## src/rtl/header_stream.sv

```systemverilog
// Block header generator: accumulates per-channel min/max over BLOCK_PIX pixels
// and presents min, max, residual width, constant flag and compressable flag.
// Optional feature macro: HEADER_STREAM_SKIP_EN (drives out_skip from min==max).
module header_stream #(
   parameter int NUM_CH    = 4,
   parameter int CH_W      = 8,
   parameter int BLOCK_PIX = 32,
   parameter int LANES     = 8
) (
   input  logic                                  clk,
   input  logic                                  rst_n,
   input  logic                                  in_valid,
   output logic                                  in_ready,
   input  logic [LANES*NUM_CH*CH_W-1:0]          in_pixels,
   output logic                                  out_valid,
   input  logic                                  out_ready,
   output logic [NUM_CH*CH_W-1:0]                out_min,
   output logic [NUM_CH*CH_W-1:0]                out_max,
   output logic [NUM_CH*$clog2(CH_W+1)-1:0]      out_bits,
   output logic [NUM_CH-1:0]                     out_skip,
   output logic                                  out_compressable
);

   localparam int BEATS  = BLOCK_PIX / LANES;
   localparam int CNT_W  = (BEATS > 1) ? $clog2(BEATS) : 1;
   localparam int BITS_W = $clog2(CH_W + 1);

   // Handshake: a beat transfers on a cycle where in_valid && in_ready; a result
   // transfers on a cycle where out_valid && out_ready. Neither ready depends on
   // the matching valid, and both output sides come straight from state.
   typedef enum logic {
      ACCUM = 1'b0,
      HOLD  = 1'b1
   } state_t;

   state_t            state_q, state_d;
   logic [CNT_W-1:0]  cnt_q;
   logic [CH_W-1:0]   acc_min  [NUM_CH];
   logic [CH_W-1:0]   acc_max  [NUM_CH];
   logic [CH_W-1:0]   beat_min [NUM_CH];
   logic [CH_W-1:0]   beat_max [NUM_CH];
   logic              accept;
   logic              last_beat;

   function automatic logic [BITS_W-1:0] width_of(input logic [CH_W-1:0] d);
      width_of = '0;
      for (int i = 0; i < CH_W; i++) begin
         if (d[i]) width_of = BITS_W'(i + 1);
      end
   endfunction

   // Per-channel reduction across the lanes of the current beat.
   always_comb begin
      for (int c = 0; c < NUM_CH; c++) begin
         beat_min[c] = in_pixels[c*CH_W +: CH_W];
         beat_max[c] = in_pixels[c*CH_W +: CH_W];
         for (int l = 1; l < LANES; l++) begin
            if (in_pixels[(l*NUM_CH+c)*CH_W +: CH_W] < beat_min[c])
               beat_min[c] = in_pixels[(l*NUM_CH+c)*CH_W +: CH_W];
            if (in_pixels[(l*NUM_CH+c)*CH_W +: CH_W] > beat_max[c])
               beat_max[c] = in_pixels[(l*NUM_CH+c)*CH_W +: CH_W];
         end
      end
   end

   assign accept    = in_valid && in_ready;
   assign last_beat = (cnt_q == CNT_W'(BEATS - 1));

   always_comb begin
      state_d   = state_q;
      in_ready  = 1'b0;
      out_valid = 1'b0;
      case (state_q)
         ACCUM: begin
            in_ready = 1'b1;
            if (in_valid && last_beat) state_d = HOLD;
         end
         HOLD: begin
            out_valid = 1'b1;
            if (out_ready) state_d = ACCUM;
         end
         default: state_d = ACCUM;
      endcase
   end

   always_ff @(posedge clk or negedge rst_n) begin
      if (!rst_n) begin
         state_q <= ACCUM;
         cnt_q   <= '0;
         for (int c = 0; c < NUM_CH; c++) begin
            acc_min[c] <= '0;
            acc_max[c] <= '0;
         end
      end else begin
         state_q <= state_d;
         if (accept) begin
            cnt_q <= last_beat ? '0 : cnt_q + CNT_W'(1);
            // The first beat of a block overwrites, so nothing carries over.
            for (int c = 0; c < NUM_CH; c++) begin
               if (cnt_q == '0) begin
                  acc_min[c] <= beat_min[c];
                  acc_max[c] <= beat_max[c];
               end else begin
                  acc_min[c] <= (beat_min[c] < acc_min[c]) ? beat_min[c] : acc_min[c];
                  acc_max[c] <= (beat_max[c] > acc_max[c]) ? beat_max[c] : acc_max[c];
               end
            end
         end
      end
   end

   // Header fields derive only from registered accumulators and state.
   always_comb begin
      out_min          = '0;
      out_max          = '0;
      out_bits         = '0;
      out_skip         = '0;
      out_compressable = 1'b0;
      for (int c = 0; c < NUM_CH; c++) begin
         out_min[c*CH_W +: CH_W]     = acc_min[c];
         out_max[c*CH_W +: CH_W]     = acc_max[c];
         out_bits[c*BITS_W +: BITS_W] = width_of(acc_max[c] - acc_min[c]);
         if ((state_q == HOLD) && (width_of(acc_max[c] - acc_min[c]) < BITS_W'(CH_W)))
            out_compressable = 1'b1;
`ifdef HEADER_STREAM_SKIP_EN
         out_skip[c] = (state_q == HOLD) && (acc_min[c] == acc_max[c]);
`endif
      end
   end

endmodule
```

## config.mk

```make
export PLATFORM = sky130hd
export DESIGN_NAME = header_stream
export DESIGN_NICKNAME = d
export VERILOG_FILES = /design/src/rtl/header_stream.sv
export SDC_FILE = /design/constraint.sdc
export NUM_CORES = 1
export LEC_CHECK = 0
export CORE_ASPECT_RATIO = 0.8
export CORE_MARGIN = 2
export CORE_UTILIZATION = 40
export CTS_CLUSTER_SIZE = 30
export DETAILED_ROUTE_END_ITERATION = 7
export GPL_TIMING_DRIVEN = 0
export PLACE_DENSITY_LB_ADDON = 0.3
export SETUP_SLACK_MARGIN = 0.5
export SLEW_MARGIN = 20
export SYNTH_ARGS = -nofsm -noshare
export SYNTH_HDL_FRONTEND = slang
export SYNTH_SLANG_ARGS = --single-unit
```

## constraint.sdc

```tcl
create_clock -name clk -period 7 [get_ports clk]
set_input_delay 1.05 -clock clk [delete_from_list [all_inputs] [get_ports clk]]
set_output_delay 1.05 -clock clk [all_outputs]
set_load 0.05 [all_outputs]
```

==> summary.txt <==
Yosys
  • Main synth FF type: sky130_fd_sc_hd__dfrtp_1
  • Average cell area after synthesis: 7.61 um2
  • Async set-reset flop share out of synthesis: 100%
  • Post-synthesis instance area: 21100 um2
  • Sequential element share of the synthesized area: between 7 and 8%
  • Yosys Warn Count: 0
  • Count of different cell masters after synthesis: 97
  • Post-synthesis register bit count: 67
  • Count of flip-flops with a built-in enable after synthesis: 0
  • Post-synthesis cell count: 2765

CTS
  • Num CTS Buffers: 9
  • Skew-Pair Late Insertion Delay: 0.35 ns
  • CTS tree: yes
  • Clock Root Buffer: sky130_fd_sc_hd__clkbuf_16
  • Clock net sink count: 67
  • Clock-pin transition on the worst setup and hold timing paths: around 0.070 ns
  • Deepest level of the CTS H-tree: 3
  • Number of buffers on the longest clock path: 2

STA
  • Transition time at the pin with the least slew margin: 0.910 ns
  • Final cycle utilization of the critical path: 211%
  • Highest achievable clock rate: 67.7 MHz
  • Worst relative slew slack: 37.6%
  • Unrepaired setup endpoints after global routing: true
  • Final worst slack: -7.76 ns
  • Final-report max-slew violation count: 0
  • Number of hold-slack violations in the final timing report: 0
  • Max Clock Skew: 0.00905 ns
  • Final min period: ~15 ns
  • Total setup violations reported at the end of the flow: 64

Pwr
  • Peak VDD IR: approximately 0.5 mV
  • Clock share of power: about 3.4%
  • Pwr per Cell Area: 516 nW/um2
  • Switching part of the total power: 51.8%
  • Int Pwr: 8.40 mW
  • Static leakage: 15.7 nW
  • Part of the power in combinational logic: between 90% and 100%
  • Net switching component of the power: 9.02 mW
  • Power share of the sequential group: 5.0%

Worst setup path
  • Type of element capturing the critical path: register
  • Critical path's slowest cell: sky130_fd_sc_hd__mux2_4
  • Start-to-end type of the worst setup path: primary input to register
  • Cell repeated most along the worst path: sky130_fd_sc_hd__a21oi_2
  • Largest fanout of any net on the critical path: 6
  • WP data arrival: 15.01 ns
  • Largest stage delay on the critical path: approximately 0.36 ns
  • Required time worst endpoint: between 7 and 8 ns
  • Startpoint type of the worst setup path: primary input

Layout
  • Util after Layout: 64.8%
  • Area used by sequential logic in the layout: about 1700 um2
  • Number of filler cells placed in the layout: 3939
  • Layout Nets: between 4000 and 5000
  • Relative area change from synthesis to final layout: 60.5%
  • Area of the multi-input gates: between 20000 and 25000 um2
  • Final standard cell count with taps included and fillers excluded: 4222
  • Share of post-route cells with drive strength above 1: 37.1%

Status
  • Outcome: finished with violations
  • Violations in the final reports: negative setup slack

Drt
  • Total DRC errors in the routed layout: 0
  • Wire length per cell: 19.7 um
  • Mean number of vias per cell: 5.86
  • Overall via count from detail_route: 24700
  • Count of routing violations after the opening detailed-route iteration: around 1900
  • Remaining antenna violation count: 0
  • Wire length reported by the detailed router: between 80000 and 90000 um
  • First drt pass iteration count: 6

Placed design
  • Total of buffers placed on input and output ports: 342
  • Final GP Congestion: 0.931
  • Placed instance count: 3804
  • Sum of net half-perimeters after detailed placement: 58500 um

Global route
  • Largest net degree at the start of global routing: 52
  • First-pass GRT wire length: 123000 um
  • Number of antenna violations at the first check in global routing: 7
  • Combined global-route utilization of all metal layers: 27.4%
  • Overflow after GRT: 0
  • Number of global-route vias before repair: 24100

Floorplan
  • Die span in y: 209 um
  • Std-Cell Core Area: 52200 um2
  • Io pins: 347
  • Number of core rows: 75
  • Horizontal die dimension: 260 um
  • Die outline area: 54500 um2
  • Initial standard-cell utilization of the core: about two fifths

Job
  • Number of max-cap violations: 0

Worst hold path
  • Classification of the worst-slack hold path: register to register
-- registers in the layout, indices dropped and copies added (netlist names) --
signal	flops
cnt_q	2
out_max	32
out_min	32
state_q	1
-- worst max-delay path, delay by kind of cell --
family,cells,cell delay (ns)
adders and majority gates,8,2.14
AOI/OAI and AO/OA,35,5.50
and+or+nand+nor,20,2.70
muxes,7,1.85
buffers and inverters,13,1.72
-- cell usage after synthesis (5+ instances only) --
| library cell | number | area share, % |
|---|---|---|
| sky130_fd_sc_hd__a211oi_1 | 19 | 0.68 |
| sky130_fd_sc_hd__a21boi_0 | 8 | 0.29 |
| sky130_fd_sc_hd__a21o_1 | 109 | 3.9 |
| sky130_fd_sc_hd__a21oi_1 | 203 | 4.8 |
| sky130_fd_sc_hd__a221o_1 | 7 | 0.33 |
| sky130_fd_sc_hd__a22oi_1 | 5 | 0.18 |
| sky130_fd_sc_hd__a31oi_1 | 21 | 0.62 |
| sky130_fd_sc_hd__a41o_1 | 5 | 0.24 |
| sky130_fd_sc_hd__a41oi_1 | 5 | 0.21 |
| sky130_fd_sc_hd__and2_1 | 14 | 0.42 |
| sky130_fd_sc_hd__and3_1 | 18 | 0.53 |
| sky130_fd_sc_hd__and4_1 | 15 | 0.62 |
| sky130_fd_sc_hd__buf_4 | 5 | 0.18 |
| sky130_fd_sc_hd__clkbuf_1 | 32 | 0.57 |
| sky130_fd_sc_hd__dfrtp_1 | 67 | 8.0 |
| sky130_fd_sc_hd__ha_1 | 442 | 26 |
| sky130_fd_sc_hd__inv_1 | 372 | 6.6 |
| sky130_fd_sc_hd__maj3_1 | 7 | 0.33 |
| sky130_fd_sc_hd__mux2_2 | 142 | 7.6 |
| sky130_fd_sc_hd__mux2i_1 | 180 | 8.6 |
| sky130_fd_sc_hd__nand2_1 | 212 | 3.8 |
| sky130_fd_sc_hd__nand2b_1 | 41 | 1.2 |
| sky130_fd_sc_hd__nand3_1 | 55 | 1.3 |
| sky130_fd_sc_hd__nand4_1 | 49 | 1.5 |
| sky130_fd_sc_hd__nor2_1 | 173 | 3.1 |
| sky130_fd_sc_hd__nor2b_1 | 58 | 1.7 |
| sky130_fd_sc_hd__nor3_1 | 12 | 0.29 |
| sky130_fd_sc_hd__o2111ai_1 | 7 | 0.29 |
| sky130_fd_sc_hd__o211a_1 | 5 | 0.24 |
| sky130_fd_sc_hd__o211ai_1 | 14 | 0.50 |
| sky130_fd_sc_hd__o21a_1 | 31 | 1.1 |
| sky130_fd_sc_hd__o21ai_0 | 219 | 5.2 |
| sky130_fd_sc_hd__o21ai_1 | 20 | 0.48 |
| sky130_fd_sc_hd__o21bai_1 | 18 | 0.64 |
| sky130_fd_sc_hd__o221ai_1 | 10 | 0.42 |
| sky130_fd_sc_hd__o22ai_1 | 5 | 0.15 |
| sky130_fd_sc_hd__o31a_1 | 6 | 0.25 |
| sky130_fd_sc_hd__o31ai_1 | 5 | 0.18 |
| sky130_fd_sc_hd__or2_2 | 11 | 0.33 |
| sky130_fd_sc_hd__xnor2_1 | 26 | 1.1 |
| sky130_fd_sc_hd__xor2_1 | 13 | 0.54 |
-- through the flow --
step / power (mW) / TNS (ns) / hold slack (ns) / worst slack (ns) / cell area [um2]
finish: 17.4 / -421.92 / 0.532 / -7.76 / 33800
global route: 18.6 / -457.33 / 0.554 / -8.19 / 33800
CTS: 15.7 / -402.92 / 0.529 / -7.38 / 31600
detailed placement: 12.9 / -521.71 / 0.515 / -9.55 / 26800
global placement: 12.5 / -503.40 / 0.514 / -9.20 / 26800
floorplan: 9.75 / -362.81 / 0.537 / -6.98 / 22500
-- what timing repair did --
| action | 4_1_cts | 5_1_grt |
|---|---|---|
| pin swaps | 264 | 247 |
| setup buffers | 277 | 103 |
| hold endpoints to repair | 0 | 0 |
| setup endpoints to repair | 64 | 64 |
| hold buffers | 0 | 0 |
| gates resized for setup | 677 | 320 |
| gates cloned | 12 | 3 |
-- final timing paths --
path	slack (ns)	endpoint	cells after the start	startpoint
worst min register to register	0.53	out_min[6]	2	out_min[6]
min in group asynchronous	0.57	state_q	1	rst_n
max in group asynchronous	5.86	out_min[20]	2	rst_n
worst max-delay path	-7.76	out_max[5]	83	in_pixels[6]
worst min-delay path	0.53	out_min[6]	2	out_min[6]
worst max register to register	4.29	out_max[24]	15	out_max[25]
-- metal layers --
metal | vias up | global-route usage (%) | wire length (um)
met1 | 11800 | 36.2 | 35800
met5 | - | 0 | 0
met4 | 0 | 9.62 | 3760
met2 | 1069 | 45.1 | 38200
li1 | 11500 | - | -
met3 | 286 | 4.25 | 5480
-- cells by family after synthesis --
| family | synth area share [%] |
|---|---|
| adder cells (fa/ha/maj) | 27.0 |
| AND/OR/NAND/NOR | 15.7 |
| XOR/XNOR | 1.62 |
| flip-flops | 7.96 |
| other | 0.0178 |
| buffers and inverters | 7.57 |
| multiplexers | 16.5 |
| AO/OA/AOI/OAI | 23.6 |
-- power groups by stage --
stage / Clock (mW) / Sequential [mW] / Combinational, mW
after floorplan: 0 / 1.42 / 8.33
after global placement: 0 / 0.849 / 11.7
after detailed placement: 0 / 0.861 / 12.0
after CTS: 0.599 / 0.859 / 14.3
after global routing: 0.619 / 0.895 / 17.1
final: 0.592 / 0.871 / 16.0
-- placed cells by master, fill, tap and decap left out, drive strengths merged, types with 8 or more instances in the layout --
| cell | count |
|---|---|
| inv | 371 |
| o211ai | 15 |
| xnor2 | 26 |
| a21oi | 206 |
| and4 | 15 |
| dfrtp | 67 |
| nor2 | 173 |
| a21o | 109 |
| nand3 | 55 |
| a211oi | 21 |
| mux2 | 146 |
| clkbuf | 46 |
| o21bai | 18 |
| dlygate4sd2 | 8 |
| mux2i | 181 |
| nand2 | 212 |
| o21ai | 240 |
| a31oi | 22 |
| and2 | 14 |
| a21boi | 9 |
| and3 | 18 |
| nand2b | 41 |
| ha | 442 |
| clkdlybuf4s50 | 277 |
| o21a | 31 |
| xor2 | 13 |
| clkdlybuf4s15 | 12 |
| or2 | 14 |
| nor3 | 14 |
| nor2b | 59 |
| nand4 | 49 |
| buf | 448 |
| o221ai | 10 |
-- cell type report --
class / count / area share (%)
antenna: 7 / 0.0518
buffer: 43 / 1.60
clock buffer: 10 / 0.707
clock inverter: 6 / 0.404
inverter: 372 / 4.27
multi-input combinational: 2286 / 65.7
sequential: 67 / 4.96
tap: 693 / 2.57
timing repair buffer: 738 / 19.7
No activity file was read; power rests on OpenSTA's default activity.
